File: config.mk
export PLATFORM = sky130hd
export DESIGN_NAME = systolic_mac_pe
export DESIGN_NICKNAME = d
export VERILOG_FILES = /design/src/rtl/systolic_mac_pe.sv
export SDC_FILE = /design/constraint.sdc
export NUM_CORES = 1
export LEC_CHECK = 0
export ABC_AREA = 1
export BUFFER_PORTS_ARGS = -buffer_cell sky130_fd_sc_hd__buf_2
export CAP_MARGIN = 20
export CORE_MARGIN = 2
export CORE_UTILIZATION = 35
export CTS_BUF_LIST = sky130_fd_sc_hd__clkbuf_8 sky130_fd_sc_hd__clkbuf_16
export DETAILED_ROUTE_END_ITERATION = 12
export GPL_TIMING_DRIVEN = 0
export PLACE_DENSITY_LB_ADDON = 0.15
export SYNTH_ARGS = -nofsm -noshare
export SYNTH_HDL_FRONTEND = slang
export SYNTH_SLANG_ARGS = --single-unit
File: constraint.sdc
create_clock -name clk -period 6.5 [get_ports clk]
set_input_delay 0.65 -clock clk [delete_from_list [all_inputs] [get_ports clk]]
set_output_delay 0.65 -clock clk [all_outputs]
set_load 0.05 [all_outputs]
File: src/rtl/systolic_mac_pe.sv
// systolic_mac_pe: output-stationary MAC PE with operand forwarding, saturating accumulate and handshaked drain
module systolic_mac_pe #(
    parameter int DATA_W   = 16,
    parameter int ACC_W    = 40,
    parameter int SIGNED   = 1,
    parameter int SATURATE = 1
) (
    input  logic              clk,
    input  logic              rst,
    input  logic [DATA_W-1:0] a_in,
    input  logic              a_valid_in,
    input  logic [DATA_W-1:0] b_in,
    input  logic              b_valid_in,
    output logic [DATA_W-1:0] a_out,
    output logic              a_valid_out,
    output logic [DATA_W-1:0] b_out,
    output logic              b_valid_out,
    input  logic              acc_clear,
    input  logic              drain_req,
    output logic [ACC_W-1:0]  acc_out,
    output logic              acc_ovf,
    output logic              acc_valid,
    input  logic              acc_ready,
    output logic              drain_err
);
    localparam int EXT_W = ACC_W + 1 - 2 * DATA_W;
    localparam logic [0:0] IDLE = 1'b0;
    localparam logic [0:0] HOLD = 1'b1;
    localparam logic [ACC_W-1:0] ACC_MAX = {SIGNED == 0, {(ACC_W-1){1'b1}}};
    localparam logic [ACC_W-1:0] ACC_MIN = {1'b1, {(ACC_W-1){1'b0}}};

    logic [DATA_W-1:0]   a_q, b_q;
    logic                av_q, bv_q;
    logic [2*DATA_W-1:0] p_q, p_d, prod;
    logic                pv_q, pv_d;
    logic [ACC_W-1:0]    acc_q, acc_d, res, out_q, out_d;
    logic [ACC_W:0]      sum;
    logic                ovf_q, ovf_d, ovf_now;
    logic                oovf_q, oovf_d;
    logic                pend_q, pend_d;
    logic                err_q, err_d;
    logic [0:0]          state_q, state_d;
    logic                sa, sb, ps, drain_ok, snap, flush;

    assign a_out       = a_q;
    assign a_valid_out = av_q;
    assign b_out       = b_q;
    assign b_valid_out = bv_q;
    assign acc_out     = out_q;
    assign acc_ovf     = oovf_q;
    assign acc_valid   = state_q == HOLD;
    assign drain_err   = err_q;

    // Multiply, extend into the one-bit-wider sum, then clamp or wrap the accumulate result
    always_comb begin
        sa       = SIGNED != 0 && a_in[DATA_W-1];
        sb       = SIGNED != 0 && b_in[DATA_W-1];
        prod     = {{DATA_W{sa}}, a_in} * {{DATA_W{sb}}, b_in};
        ps       = SIGNED != 0 && p_q[2*DATA_W-1];
        sum      = {SIGNED != 0 && acc_q[ACC_W-1], acc_q} + (pv_q ? {{EXT_W{ps}}, p_q} : '0);
        ovf_now  = SIGNED != 0 ? sum[ACC_W] ^ sum[ACC_W-1] : sum[ACC_W];
        res      = ovf_now && SATURATE != 0 ? (SIGNED != 0 && sum[ACC_W] ? ACC_MIN : ACC_MAX) : sum[ACC_W-1:0];
        drain_ok = drain_req && !acc_clear && !pend_q && (state_q == IDLE || acc_ready);
        snap     = pend_q && !acc_clear;
        flush    = acc_clear || snap;
        p_d      = a_valid_in && b_valid_in ? prod : p_q;
        pv_d     = a_valid_in && b_valid_in;
        acc_d    = flush ? '0 : res;
        ovf_d    = !flush && (ovf_q || ovf_now);
        pend_d   = drain_ok;
        out_d    = snap ? res : out_q;
        oovf_d   = snap ? ovf_q || ovf_now : oovf_q;
        err_d    = err_q || (drain_req && !acc_clear && !drain_ok);
        state_d  = snap ? HOLD : (state_q == HOLD && acc_ready ? IDLE : state_q);
    end

    // Forwarding registers pass operands through unconditionally
    always_ff @(posedge clk or posedge rst) begin
        if (rst) begin
            a_q  <= '0;
            b_q  <= '0;
            av_q <= 1'b0;
            bv_q <= 1'b0;
        end else begin
            a_q  <= a_in;
            b_q  <= b_in;
            av_q <= a_valid_in;
            bv_q <= b_valid_in;
        end
    end

    // Product stage, accumulator, drain snapshot and hold state
    always_ff @(posedge clk or posedge rst) begin
        if (rst) begin
            p_q     <= '0;
            pv_q    <= 1'b0;
            acc_q   <= '0;
            ovf_q   <= 1'b0;
            pend_q  <= 1'b0;
            out_q   <= '0;
            oovf_q  <= 1'b0;
            err_q   <= 1'b0;
            state_q <= IDLE;
        end else begin
            p_q     <= p_d;
            pv_q    <= pv_d;
            acc_q   <= acc_d;
            ovf_q   <= ovf_d;
            pend_q  <= pend_d;
            out_q   <= out_d;
            oovf_q  <= oovf_d;
            err_q   <= err_d;
            state_q <= state_d;
        end
    end
endmodule
==> run_results.csv <==
group,metric,value,unit
run_status,status,"complete, no violations",
critical_path,rr_endpoint,"acc_out[33]$_DFFE_PP0P_",
cells_and_area,drive_gt1_frac,0.0845,
timing,period_minus_slack,6.32,ns
timing,hold_violations,0,
grt,grt_pass1_vias,17300,
logic_synthesis,synth.avg_cell_area,7.35,um^2
place,hpwl,50500,um
logic_synthesis,synthMuxAreaShare,0,
timing,slew_headroom,0.389,
logic_synthesis,netlist_instances,2620,
place,place_area,20700,um^2
place,placed_cells,3432,
logic_synthesis,synth_edf_count,0,
place,place.gp.congestion,0.929,
critical_path,arrival,6.74,ns
logic_synthesis,netlist_area,19300,um^2
logic_synthesis,yosys_register_bits,152,
cells_and_area,instances_no_fill,3452,
die,die_h,239,um
logic_synthesis,synth-xor-area-share,0.0114,
detailed_routing,first_iter_violations,1160,
cts,holdBufCountCts,0,
grt,grt_max_degree,79,
logic_synthesis,synth.distinct_cells,33,
critical_path,critPathRequiredTime,6.92,ns
logic_synthesis,synth-simple-area-share,0.237,
cts,clock_latency,0.51,ns
timing,worst_pin_slew,0.917,ns
grt,antenna_found_initial,1,
cells_and_area,final_common_cell,"nand2_1",
place,port_buffers,115,
detailed_routing,vias,16500,
timing,timing.fmax,0.158,GHz
critical_path,crit_type,"in2reg",
detailed_routing,vias_per_cell,4.77,
timing,tns,0,ns
critical_path,endpoint_kind,"register",
critical_path,rr_worst_depth,24,
timing,setup_ws,0.179,ns
min_path,min_path_type,"in2async",
logic_synthesis,synth_ff_type,"dfrtp_1",
die,fp-row-count,85,
detailed_routing,finalWirelength,59900,um
timing,fin_crit_sh,0.973,
timing,rsz0062_at_grt,"false",
grt,overflow,0,
timing,setup_viol,0,
die,die_w,239,um
die,ios,116,
detailed_routing,ant_nets,0,
run,maxCapViolCount,0,
cts,h-tree-depth,4,
logic_synthesis,synth_warnings,0,
cells_and_area,mostFrequentLayoutCells,"854 x nand2_1, 629 x inv_1, 262 x fa_1",
cts,cts_buffer_depth,2,
cts,cts_tree,"yes",
detailed_routing,drt_pre_antenna_iters,5,
critical_path,cp_max_fo,10,
grt,grt_usage,0.223,
logic_synthesis,async_flop_share,1.00,
cells_and_area,n_fill_cell,5768,
critical_path,startpoint_type,"primary input",
cts,numCtsBuffers,17,
die,die_area,56900,um^2
cts,cts_root_buffer,"clkbuf_16",
detailed_routing,drc_errors,0,
cells_and_area,design_area,21300,um^2
cts,cts_sinks,152,
timing,report.final.slew_viol_count,0,
detailed_routing,wl_per_cell,17.3,um
logic_synthesis,yosysSeqAreaShare,0.198,
cells_and_area,final_nets,3169,
die,core_area,54100,um^2
logic_synthesis,synth_top_family_by_area,"adder cells",
logic_synthesis,synthAdderAreaFrac,0.354,
critical_path,rrSetupSlack,1.66,ns
place,place_ws,-0.880,ns
cells_and_area,syn2layout_area_growth,10.7,%
logic_synthesis,synth_compound_area_frac,0.0573,
critical_path,r2r_start,"pv_q$_DFF_PP0_",
cts,clkSlewWorstSetupHoldPaths,0.10,ns
logic_synthesis,syn_nets,3046,
cells_and_area,num_antenna_cells,0,
timing,finClkSkew,0.0234,ns
die,start_util,0.356,
grt,grt_pass1_wl,95900,um
==> Yosys cell counts (9+ instances only) <==
library cell / n / area share
a21oi_2: 20 / 0.0091
o21ai_0: 53 / 0.014
nand4_1: 20 / 0.0065
a31oi_1: 11 / 0.0036
nand3_1: 84 / 0.022
or2_2: 14 / 0.0045
ha_1: 124 / 0.081
dfrtp_1: 152 / 0.20
inv_1: 630 / 0.12
nor2_1: 136 / 0.027
nand3b_1: 9 / 0.0035
o21bai_1: 10 / 0.0039
nor3_1: 9 / 0.0023
xnor2_1: 13 / 0.0059
clkbuf_1: 82 / 0.016
xor2_1: 12 / 0.0055
nand2_1: 854 / 0.17
a21oi_1: 85 / 0.022
fa_1: 263 / 0.27
==> state kept, by name, indices dropped and copies added, names as in the netlist <==
name         count
a_out           16
p_q             32
acc_ovf          1
drain_err        1
a_valid_out      1
acc_out         40
b_out           16
acc_valid        1
ovf_q            1
b_valid_out      1
pend_q           1
acc_q           40
pv_q             1
==> kinds of logic (layout without fill, tap and decap cells) <==
family                     Yosys count  count (layout)
adders and majority gates          387             387
xor gates and xnor gates            25              25
buffers and inverters              726             862
AOI/OAI and AO/OA                  191             191
and+or+nand+nor                   1139            1139
DFF                                152             152
==> layout make-up <==
cell class / instances / area, um^2 / area share
buffer: 78 / 349 / 0.0164
clock buffer: 19 / 453 / 0.0213
clock inverter: 13 / 134 / 0.00628
inverter: 634 / 2390 / 0.112
multi-input combinational: 1742 / 12700 / 0.596
sequential: 152 / 3800 / 0.178
tap: 696 / 871 / 0.0409
timing repair buffer: 118 / 618 / 0.0290
==> metal layers <==
metal	wire, um	vias up	GRT usage
met3	3410	60	0.0455
li1	-	7932	-
met5	12	-	0
met4	1180	2	0.0604
met2	26900	397	0.359
met1	28300	8085	0.306
==> through the flow <==
stage | utilization | hold WS, ns
global placement | 0.382 | 0.450
CTS | 0.394 | 0.200
floorplan | - | 0.449
detailed placement | 0.383 | 0.462
finish | 0.394 | 0.204
global route | 0.394 | 0.236
==> repair_timing <==
item	CTS	global route
gates resized for setup	6	33
setup endpoints to repair	8	18
setup buffers	0	2
pin swaps	0	1
==> worst max-delay path, cell delays in order <==
cell and delay [ns]:
buf_2 0.09, clkbuf_1 0.42, clkbuf_1 0.50, nand2_1 0.13, fa_1 0.50, inv_1 0.05
fa_1 0.54, fa_1 0.46, fa_1 0.47, fa_1 0.50, inv_1 0.05, fa_1 0.49
inv_1 0.05, ha_1 0.37, nand2_1 0.12, nor2_1 0.15, inv_1 0.08, nor2_1 0.33
nand4_1 0.30, a31o_2 0.34, a31oi_1 0.14
==> worst max path at each step <==
stage | from | to | slack (ns) | cells after the start
after floorplan | b_in[5] | p_q[26]$_DFFE_PP0P_ | 0.67 | 21
after global placement | b_in[5] | p_q[23]$_DFFE_PP0P_ | -0.89 | 21
after detailed placement | b_in[5] | p_q[23]$_DFFE_PP0P_ | -0.88 | 21
after CTS | a_in[7] | p_q[31]$_DFFE_PP0P_ | 0.02 | 27
after global routing | a_in[1] | p_q[26]$_DFFE_PP0P_ | 0.007 | 23
final | b_in[12] | p_q[21]$_DFFE_PP0P_ | 0.18 | 21
Power is left out: the tool's default activity adds up to more than one toggle a clock period on the data nets, which glitch-free logic cannot reach.
